<file path="src/rtl/mult_unit.sv">
// Sequential radix-2 shift-add multiplier (MUL / UMULH / SMULH) feeding a register-file write port.
// Optional macro MULT_UNIT_SIGNED_EN enables signed handling of Op=10; otherwise Op=10 behaves as UMULH.
module mult_unit #(
   parameter int WIDTH = 64
) (
   input  logic             Clk,
   input  logic             ResetL,
   input  logic             Start,
   input  logic [1:0]       Op,
   input  logic [WIDTH-1:0] BusA,
   input  logic [WIDTH-1:0] BusB,
   input  logic [4:0]       RWIn,
   output logic             Busy,
   output logic             Done,
   output logic [WIDTH-1:0] BusW,
   output logic [4:0]       RW,
   output logic             RegWr
);
   localparam int CW = (WIDTH > 1) ? $clog2(WIDTH) : 1;
   localparam logic [CW-1:0] LAST = CW'(WIDTH - 1);

   typedef enum logic [1:0] {IDLE = 2'd0, BUSY = 2'd1, DONE = 2'd2} stateT;

   stateT              stateReg, stateNext;
   logic [CW-1:0]      countReg;
   logic [2*WIDTH-1:0] productReg, mcandReg, productNext, productFinal;
   logic [WIDTH-1:0]   mplierReg, resultSel, opA, opB;
   logic [1:0]         opReg;
   logic               accept, lastStep;
   logic               busyNext, doneNext, regWrNext;

   assign accept   = Start && (stateReg == IDLE || stateReg == DONE);
   assign lastStep = (stateReg == BUSY) && (countReg == LAST);

`ifdef MULT_UNIT_SIGNED_EN
   logic negReg, negIn;
   // Signed high half: multiply magnitudes, fix the sign of the full product at the end.
   assign negIn = (Op == 2'b10) && (BusA[WIDTH-1] ^ BusB[WIDTH-1]);
   assign opA   = (Op == 2'b10 && BusA[WIDTH-1]) ? -BusA : BusA;
   assign opB   = (Op == 2'b10 && BusB[WIDTH-1]) ? -BusB : BusB;
   assign productFinal = negReg ? -productNext : productNext;

   always_ff @(posedge Clk or negedge ResetL) begin
      if (!ResetL) begin
         negReg <= 1'b0;
      end else if (accept) begin
         negReg <= negIn;
      end
   end
`else
   assign opA          = BusA;
   assign opB          = BusB;
   assign productFinal = productNext;
`endif

   assign productNext = mplierReg[0] ? (productReg + mcandReg) : productReg;
   assign resultSel   = (opReg == 2'b01 || opReg == 2'b10) ? productFinal[2*WIDTH-1:WIDTH]
                                                           : productFinal[WIDTH-1:0];

   always_ff @(posedge Clk or negedge ResetL) begin
      if (!ResetL) begin
         stateReg <= IDLE;
      end else begin
         stateReg <= stateNext;
      end
   end

   always_comb begin
      stateNext = stateReg;
      busyNext  = 1'b0;
      doneNext  = 1'b0;
      regWrNext = 1'b0;
      case (stateReg)
         IDLE:    if (Start) stateNext = BUSY;
         BUSY:    if (countReg == LAST) stateNext = DONE;
         DONE:    stateNext = Start ? BUSY : IDLE;
         default: stateNext = IDLE;
      endcase
      busyNext  = (stateNext == BUSY);
      doneNext  = lastStep;
      regWrNext = lastStep && (RW != 5'd31);
   end

   always_ff @(posedge Clk or negedge ResetL) begin
      if (!ResetL) begin
         countReg   <= '0;
         productReg <= '0;
         mcandReg   <= '0;
         mplierReg  <= '0;
         opReg      <= 2'b00;
         Busy       <= 1'b0;
         Done       <= 1'b0;
         RegWr      <= 1'b0;
         BusW       <= '0;
         RW         <= 5'd0;
      end else begin
         Busy  <= busyNext;
         Done  <= doneNext;
         RegWr <= regWrNext;
         if (accept) begin
            countReg   <= '0;
            productReg <= '0;
            mcandReg   <= {{WIDTH{1'b0}}, opA};
            mplierReg  <= opB;
            opReg      <= Op;
            RW         <= RWIn;
         end else if (stateReg == BUSY) begin
            countReg   <= countReg + 1'b1;
            productReg <= productNext;
            mcandReg   <= mcandReg << 1;
            mplierReg  <= mplierReg >> 1;
            // BusW only moves on completion so it stays settled through DONE and IDLE.
            if (lastStep) BusW <= resultSel;
         end
      end
   end
endmodule

</file>
<file path="config.mk">
export PLATFORM = sky130hd
export DESIGN_NAME = mult_unit
export DESIGN_NICKNAME = d
export VERILOG_FILES = /design/src/rtl/mult_unit.sv
export SDC_FILE = /design/constraint.sdc
export NUM_CORES = 1
export LEC_CHECK = 0
export CORE_MARGIN = 2
export CORE_UTILIZATION = 35
export CTS_BUF_LIST = sky130_fd_sc_hd__clkbuf_4 sky130_fd_sc_hd__clkbuf_8
export CTS_CLUSTER_DIAMETER = 120
export DETAILED_ROUTE_END_ITERATION = 8
export PLACE_DENSITY = 0.61
export SYNTH_ARGS = -nofsm -noshare
export SYNTH_HDL_FRONTEND = slang
export SYNTH_SLANG_ARGS = --single-unit
</file>
<file path="constraint.sdc">
create_clock -name Clk -period 4.4 [get_ports Clk]
set_input_delay 0.88 -clock Clk [delete_from_list [all_inputs] [get_ports Clk]]
set_output_delay 0.88 -clock Clk [all_outputs]
set_load 0.01 [all_outputs]
</file>
# ---- Word level (Yosys, flattened, before mapping)
# Cells that the tools add are included.
dict set report word_totals {
  register_bits 402
  input_bits 138
  out_inout_bits 72
  wordCells 43
}
dict set report classes {
  addsub 2
  n_eq_ne 7
  n_mux 14
  bitwise_logic 1
  reduce_logical 8
}
# operator n
set ops {}
lappend ops {{128-bit 2-to-1 mux} 5}
lappend ops {{64-bit 2-to-1 mux} 3}
lappend ops {{128-bit adder} 1}
lappend ops {{6-bit 2-to-1 mux} 2}
lappend ops {{6-bit by 1-bit adder with 6-bit output (second input constant)} 1}
lappend ops {{2-bit by 1-bit == test with 1-bit output (second input constant)} 3}
lappend ops {{6-bit == test (second input constant)} 1}
lappend ops {{2-bit case mux with 3 select lines} 1}
lappend ops {{5-bit != test (second input constant)} 1}
lappend ops {{2-bit == test (second input constant)} 2}
lappend ops {{2-bit 2-to-1 mux} 2}
lappend ops {{1-bit logical AND} 3}
lappend ops {{3-bit AND reduction} 1}
lappend ops {{2-bit logical NOT} 1}
lappend ops {{1-bit logical OR} 2}
lappend ops {{2-bit nonzero test} 1}
lappend ops {{1-bit 2-to-1 mux} 1}
lappend ops {{1-bit inverter} 1}

# ---- Longest topological paths before layout
# Gate-level depths: netlist of the first run.
dict set report logic_depth {
  depth_word 5
  mapped_depth 15
  mapped_depth_nobuf 15
}

# ---- Worst setup path after synthesis of the first run
# OpenSTA, ideal clock, no wires.
dict set report synth_path {
  path_kind {flip-flop to flip-flop}
  from {register productReg[0]}
  to {register BusW[36]}
  setup_time_ps 130
  t_arrival_ps 3392
  required_ps 4270
  setup_slack_ps 878
  path_stages_with_launch 16
  n_path_buf 0
  period_less_slack_ps 3522
  path_cell_list {dfrtp_1 ha_1 inv_1 fa_1 nor2b_1 o211ai_1 a21o_1 a2111oi_2 nor3_1 o21ai_1 a31oi_1 o31a_1 or3_1 mux2i_1 o21ai_0 o21ai_1}
}
dict set report synth_via {
  elab_chain_len 3
}
# item line_no
set synth_lines {}
lappend synth_lines {{start: declaration} 26} ;# logic [2*WIDTH-1:0] productReg, mcandReg, productNext, productFinal;
lappend synth_lines {{start signal: assignment} 109} ;# productReg <= productNext;
lappend synth_lines {{128-bit adder} 56} ;# assign productNext = mplierReg[0] ? (productReg + mcandReg) : productReg;
lappend synth_lines {{128-bit 2-to-1 mux} 56}
lappend synth_lines {{64-bit 2-to-1 mux} 57} ;# assign resultSel = (opReg == 2'b01 || opReg == 2'b10) ? productFinal[2*WIDTH-1:WIDTH]
lappend synth_lines {{end signal: assignment} 113} ;# if (lastStep) BusW <= resultSel;
lappend synth_lines {{end: declaration} 15} ;# output logic [WIDTH-1:0] BusW,
# Every way passes these cells.
# A chain may end at the register's enable or synchronous reset.

# ---- Final worst setup path of the first run
dict set report layout_path {
  from {register productReg[18]}
  to {register BusW[19]}
}
# Same word-level chain as after synthesis.

==> results of run 1 <==
synthesized netlist by cell type, types with 51 or more instances:
cell type and instances:
a21o_1 66, a21oi_1 263, a22o_1 83, a22oi_1 126, clkbuf_1 183, dfrtp_1 402
ha_1 128, mux2i_1 51, nand2_1 622, nand3_1 97, nand4_1 72, nor2_1 186
o21ai_0 277, xnor2_1 69, xor2_1 54
per-layer routing:
layer / up-vias / GRT usage, % / share of wire (%)
li1: 11700 / - / -
met3: 195 / 4.86 / 7.9
met2: 989 / 40.1 / 45
met1: 12300 / 35.3 / 44
met5: - / 0 / 0
met4: 0 / 10.0 / 3.7
registers in the layout, summed over array words and instances, names as in the netlist:
name	flops
opReg	2
stateReg	2
mcandReg	128
mplierReg	64
countReg	6
RW	5
BusW	64
RegWr	1
Busy	1
Done	1
productReg	128
worst reg2reg max path: stages, from the launching register on:
cell and delay, ps:
dfrtp_1 480, ha_1 460, nand4_1 210, nor2_1 280, o2111ai_1 310, a2111o_1 560, and2_1 290, o311a_1 420
o21ai_1 430, xnor2_1 170, nor2_1 50, a21oi_1 250, o221ai_1 160
worst max-delay path by stage:
stage | start | cells after the start | slack (ps) | endpoint
after floorplan | productReg[0] | 15 | 880 | BusW[36]
after global placement | mcandReg[0] | 15 | 230 | BusW[48]
after detailed placement | productReg[1] | 12 | 140 | BusW[41]
after CTS | mcandReg[22] | 12 | 110 | BusW[41]
after global routing | mcandReg[0] | 15 | 6 | BusW[26]
final | productReg[18] | 12 | 180 | BusW[19]
kinds of logic (layout without fill, tap and decap cells):
logic type                 Yosys count  count (layout)
buffers and inverters              229             441
muxes                               59              59
AOI/OAI and AO/OA                 1056            1056
other                                0               2
xor gates and xnor gates           123             123
adders and majority gates          129             129
and+or+nand+nor                   1136            1136
DFF                                402             402
what timing repair did:
action | CTS | global route
resized for setup | 0 | 10
setup endpoints to repair | 0 | 11
hold endpoints to repair | 0 | 0
hold buffers | 0 | 0
buffers inserted | 0 | 0
per-stage QoR:
step / total power, mW / instances / area [um^2] / hold WS (ps)
after floorplan: 16.5 / 3134 / 26000 / 447
after global routing: 28.2 / 4307 / 30900 / 258
after CTS: 26.2 / 4305 / 30800 / 206
final: 26.5 / 4307 / 30900 / 213
after detailed placement: 22.1 / 4170 / 29200 / 463
after global placement: 22.0 / 4170 / 29200 / 456
cells in the final DEF, fill, tap and decap left out, types with 16 or more instances in the layout:
cell / count
o21a_1: 22
dfrtp_1: 401
nor2b_1: 21
a21o_1: 66
a31oi_1: 36
a22oi_1: 126
nor3_1: 38
ha_1: 127
a21oi_1: 262
buf_4: 60
inv_1: 28
clkbuf_8: 89
o21ai_0: 275
nand3_1: 97
a211oi_1: 25
clkbuf_4: 23
nor2_1: 185
mux2i_1: 51
xnor2_1: 68
nand4_1: 72
clkdlybuf4s50_1: 208
and3_1: 16
o21bai_1: 30
xor2_1: 53
nand2_1: 621
a22o_1: 83
power by group through the flow:
stage	Sequential [mW]	Combinational (mW)	Clock (mW)
global placement	6.52	15.5	0
finish	6.53	16.0	3.96
floorplan	6.04	10.5	0
CTS	6.50	15.6	4.05
detailed placement	6.55	15.6	0
global route	6.70	17.3	4.21
layout make-up:
class	instances	area, um^2
Fill cell	7406	42300
Multi-Input combinational cell	2503	15200
Clock buffer	112	1400
Clock inverter	23	215
Timing Repair Buffer	277	2710
Inverter	29	109
Antenna cell	2	5.00
Tap cell	959	1200
Sequential cell	402	10100
==> metrics.txt, run 1 <==
All-Layer GR Usage=25.8%; Synthesized Nets=3,401; startpoint type of the worst setup path=register; portion of netlist area occupied by mux cells=2.48%; clock-pin slew on the worst setup and hold paths=60 ps; Post-Synth XOR/XNOR Area=4.15%; Internal=12.8 mW; largest net degree at the start of global routing=137; max incr delay on CP=560 ps; pre-CTS setup slack=141 ps; Mapped Cells=3,134; share of layout cells above drive strength 1=7.71%; EDFF count, synth=0; largest family of logic cells by synthesized area=compound AO/OA/AOI/OAI gates; Initial Utilization=35.5%; Vias per Instance=5.86; Final #Nets=3,557; CTS max path bufs=3; WL/cell=23.3 um; Required @ worst endpoint=4950 ps; min cycle time layout=4220 ps; ys flop type=dfrtp_1; Die Span Y=276 um; Final Skew=32.6 ps; DIE AREA=0.0764 mm^2; Clk pwr share=15.0%; post-synth cell types=82; WS Path Type=register to register; drt pass-1 iters=6; Switching Power=13.7 mW; synthesized area=0.0260 mm^2; Syn Area/Cell=8.29 um^2; Post-DRT Antenna Nets=0; critical path arrival=4770 ps; Worst setup EP type=register; P&R area growth vs syn=18.8%; Buf/Inv on CP=0; Tcrit/Tclk final=95.9%; Worst Reg2Reg Path Length in Cells=12; row count=99; final hold vios=0; core area=0.0732 mm^2; Leak Pwr=13.6 nW; Pwr Density=858 mW/mm^2; Die W=276 um; RR Startpoint=productReg[18]; Net Sw Frac=51.7%; Max VDD drop=494 uV; Setup WS post-layout=179 ps; final core utilization=42.2%; MaxCap Viol Count=0; most frequent CP cell=nor2_1; initial drt markers=2,284; vias in the first global route=24,400; combinational share of power=60.4%; Worst Tran Pin Value=1190 ps; Post-Synth Simple-Gate Area=19.1%; register share of total power=24.6%; critical path cell sequence=ha_1, nand4_1, nor2_1, o2111ai_1, a2111o_1, and2_1, o311a_1, o21ai_1, xnor2_1, nor2_1, a21oi_1, o221ai_1; # IOs=210; Hold Crit Class=input port to async pin; Synth Warn #=0; CP max stage cell=a2111o_1; CTS sink count=402; complex-gate fraction of the synthesized area=26.0%; Placer Congestion=1.01; Port Buf Inserts=209; H-tree depth=3; Clock Root Buffer=clkbuf_8; hpwl dp=73,600 um; critical-path maximum fanout=6; Vias=25,200; Crit path max-delay family=compound AO/OA/AOI/OAI gates; Slew headroom=20.2%; DRC viols=0; first-pass GRT wire length=152,000 um; CTS buffer count=77; post-synthesis adder-cell area fraction=6.24%; f_max=237 MHz; antenna violations before repair=2; Slew Limit Fails=0; Routed WL=101,000 um; post-synth top area share=38.7%; reg2reg end=BusW[19]; GRT Residual Overflow=0; RSZ-0062 raised after global routing=no; clock latency on the worst-skew pair=710 ps; Area contributors post-synth=dfrtp_1 39%, nand2_1 9.0%, ha_1 6.2%; setup violators final=0; status=completed; R2R Setup Slk=180 ps; register area share after synthesis=38.7%; register bit total from synthesis=402; cell taking the most area after synthesis=dfrtp_1; setup TNS=0 ps; Post-synth ARST share=100%; TritonCTS clock tree=yes
Note: power is estimated with default switching activity, not from simulation.
==> inputs of run 2 (changes only) <==
Settings changed: MAX_ROUTING_LAYER from default to met4.
==> metrics.txt, run 2 (synthesized netlist as in run 1, its figures left out) <==
Worst setup EP type=register (unchanged); initial drt markers=2,413 (was 2,284); most frequent cells in the layout=621 x nand2_1, 401 x dfrtp_1, 275 x o21ai_0 (unchanged); final hold vios=0 (unchanged); row count=99 (unchanged); Crit path max-delay family=compound AO/OA/AOI/OAI gates (unchanged); All-Layer GR Usage=26.6% (was 25.8%); top layer in use=met4 (unchanged); vias in the first global route=24,500 (was 24,400); CTS sink count=402 (unchanged); commonest non-fill, non-tap cell in the layout=nand2_1 (unchanged); critical path arrival=4960 ps (was 4770 ps); DIE AREA=0.0764 mm^2 (unchanged); GRT Residual Overflow=0 (unchanged); TritonCTS clock tree=yes (unchanged); Slew headroom=12.8% (was 20.2%); setup violators final=0 (unchanged); hold slack final=242 ps (was 213 ps); Placement Cell Area=0.0292 mm^2 (unchanged); startpoint type of the worst setup path=register (unchanged); Clock Root Buffer=clkbuf_8 (unchanged); Required @ worst endpoint=4990 ps (was 4950 ps); Final #Nets=3,553 (was 3,557); Port Buf Inserts=209 (unchanged); # IOs=210 (unchanged); Worst Tran Pin Value=1300 ps (was 1190 ps); pre-CTS setup slack=88.6 ps (was 141 ps); Leak Pwr=13.6 nW (about the same); Final Skew=47.7 ps (was 32.6 ps); Initial Utilization=35.5% (unchanged); CP max stage cell=or4_4 (was a2111o_1); H-tree depth=3 (unchanged); Regs by FF count=mcandReg (128), productReg (128) (unchanged); share of layout cells above drive strength 1=7.58% (was 7.71%); DRC viols=0 (unchanged); Hold Crit Class=input port to async pin (unchanged); clock-pin slew on the worst setup and hold paths=70 ps (was 60 ps); Buf/Inv on CP=0 (unchanged); clock latency on the worst-skew pair=700 ps (was 710 ps); Vias per Instance=5.83 (was 5.86); Post-DRT Antenna Nets=0 (unchanged); status=completed (unchanged); Setup WS post-layout=33.3 ps (was 179 ps); antenna violations before repair=2 (unchanged); P&R area growth vs syn=19.1% (was 18.8%); f_max=229 MHz (was 237 MHz); met2 wire length=44,800 um (was 45,000 um); Die Span Y=276 um (unchanged); max incr delay on CP=550 ps (was 560 ps); first-pass GRT wire length=153,000 um (was 152,000 um); Vias=25,100 (was 25,200); Design Area, Final=0.0310 mm^2 (was 0.0309 mm^2); Routed WL=101,000 um (about the same); met1 WL=44,500 um (was 44,000 um); MaxCap Viol Count=0 (unchanged); Fillers=7,334 (was 7,406); Slew Limit Fails=0 (unchanged); min cycle time layout=4370 ps (was 4220 ps); largest net degree at the start of global routing=158 (was 137); WL/cell=23.4 um (was 23.3 um); CTS max path bufs=3 (unchanged); WS Path Type=register to register (unchanged); Die W=276 um (unchanged); met3 WL=7510 um (was 7910 um); critical path cell sequence=ha_1, nand2_2, or4_4, or2_4, a2111oi_4, o2111ai_2, a211oi_2, a311oi_1, o31a_1, o21a_1, xnor2_1, o211ai_1, a22o_1 (was ha_1, nand4_1, nor2_1, o2111ai_1, a2111o_1, and2_1, o311a_1, o21ai_1, xnor2_1, nor2_1, a21oi_1, o221ai_1); CTS buffer count=77 (unchanged); drt pass-1 iters=6 (unchanged); Max VDD drop=576 uV (was 494 uV); # hold bufs at CTS=0 (unchanged); Tcrit/Tclk final=99.2% (was 95.9%); Placer Congestion=0.998 (was 1.01); core area=0.0732 mm^2 (unchanged); Pwr Density=862 mW/mm^2 (was 858 mW/mm^2); critical-path maximum fanout=7 (was 6); hpwl dp=73,300 um (was 73,600 um)
run 2: cell type report:
class | instances | area [um^2] | share of cell area (%)
repair buffers | 273 | 2720 | 8.77
well taps | 959 | 1200 | 3.88
multi-input cells | 2503 | 15200 | 49.1
flip-flops and latches | 402 | 10100 | 32.5
inverters | 29 | 109 | 0.352
diodes | 2 | 5.00 | 0.0162
clock buffers | 109 | 1390 | 4.50
clock inverters | 23 | 279 | 0.901
run 2: per-layer routing:
metal | global-route usage, % | up-vias
li1 | - | 11700
met1 | 36.1 | 12200
met2 | 39.6 | 960
met3 | 4.34 | 207
met4 | 10.3 | 0
met5 | - | -
run 2: what timing repair did:
action                     CTS  global route
setup endpoints to repair    0            16
resized for setup            0            11
setup buffers                0             1
run 2: path summary, 6_finish.rpt:
check                             start  depth (start not counted)  slack (ps)              to
max                        mcandReg[22]                         13          30        BusW[45]
min in group Clk               BusW[12]                          2         470        BusW[12]
max in group asynchronous        ResetL                          2        3190        BusW[51]
min                              ResetL                          1         240  productReg[76]
min reg2reg                    BusW[12]                          2         470        BusW[12]
max reg2reg                mcandReg[22]                         13          30        BusW[45]
run 2: per-stage QoR:
stage | cells | util [%] | power [mW] | TNS, ps
final | 4300 | 42.3 | 26.7 | 0
after global routing | 4300 | 42.3 | 28.5 | -5.46
after floorplan | 3134 | - | 16.5 | 0
after CTS | 4297 | 42.2 | 26.4 | 0
after detailed placement | 4165 | 39.9 | 22.1 | 0
after global placement | 4165 | 39.9 | 22.1 | 0
run 2: worst reg2reg max path, delay by kind of cell, from the launching register on:
| family | cells | cell delay [ps] |
|---|---|---|
| compound gates | 8 | 2250 |
| xor+xnor | 1 | 210 |
| fa+ha+maj | 1 | 460 |
| flops | 1 | 410 |
| simple gates | 3 | 930 |
run 2: power breakdown:
part           internal (mW)  total (mW)  switching, mW
combinational           5.48        16.0           10.6
sequential              5.17        6.55           1.38
clock                   2.35        4.12           1.77
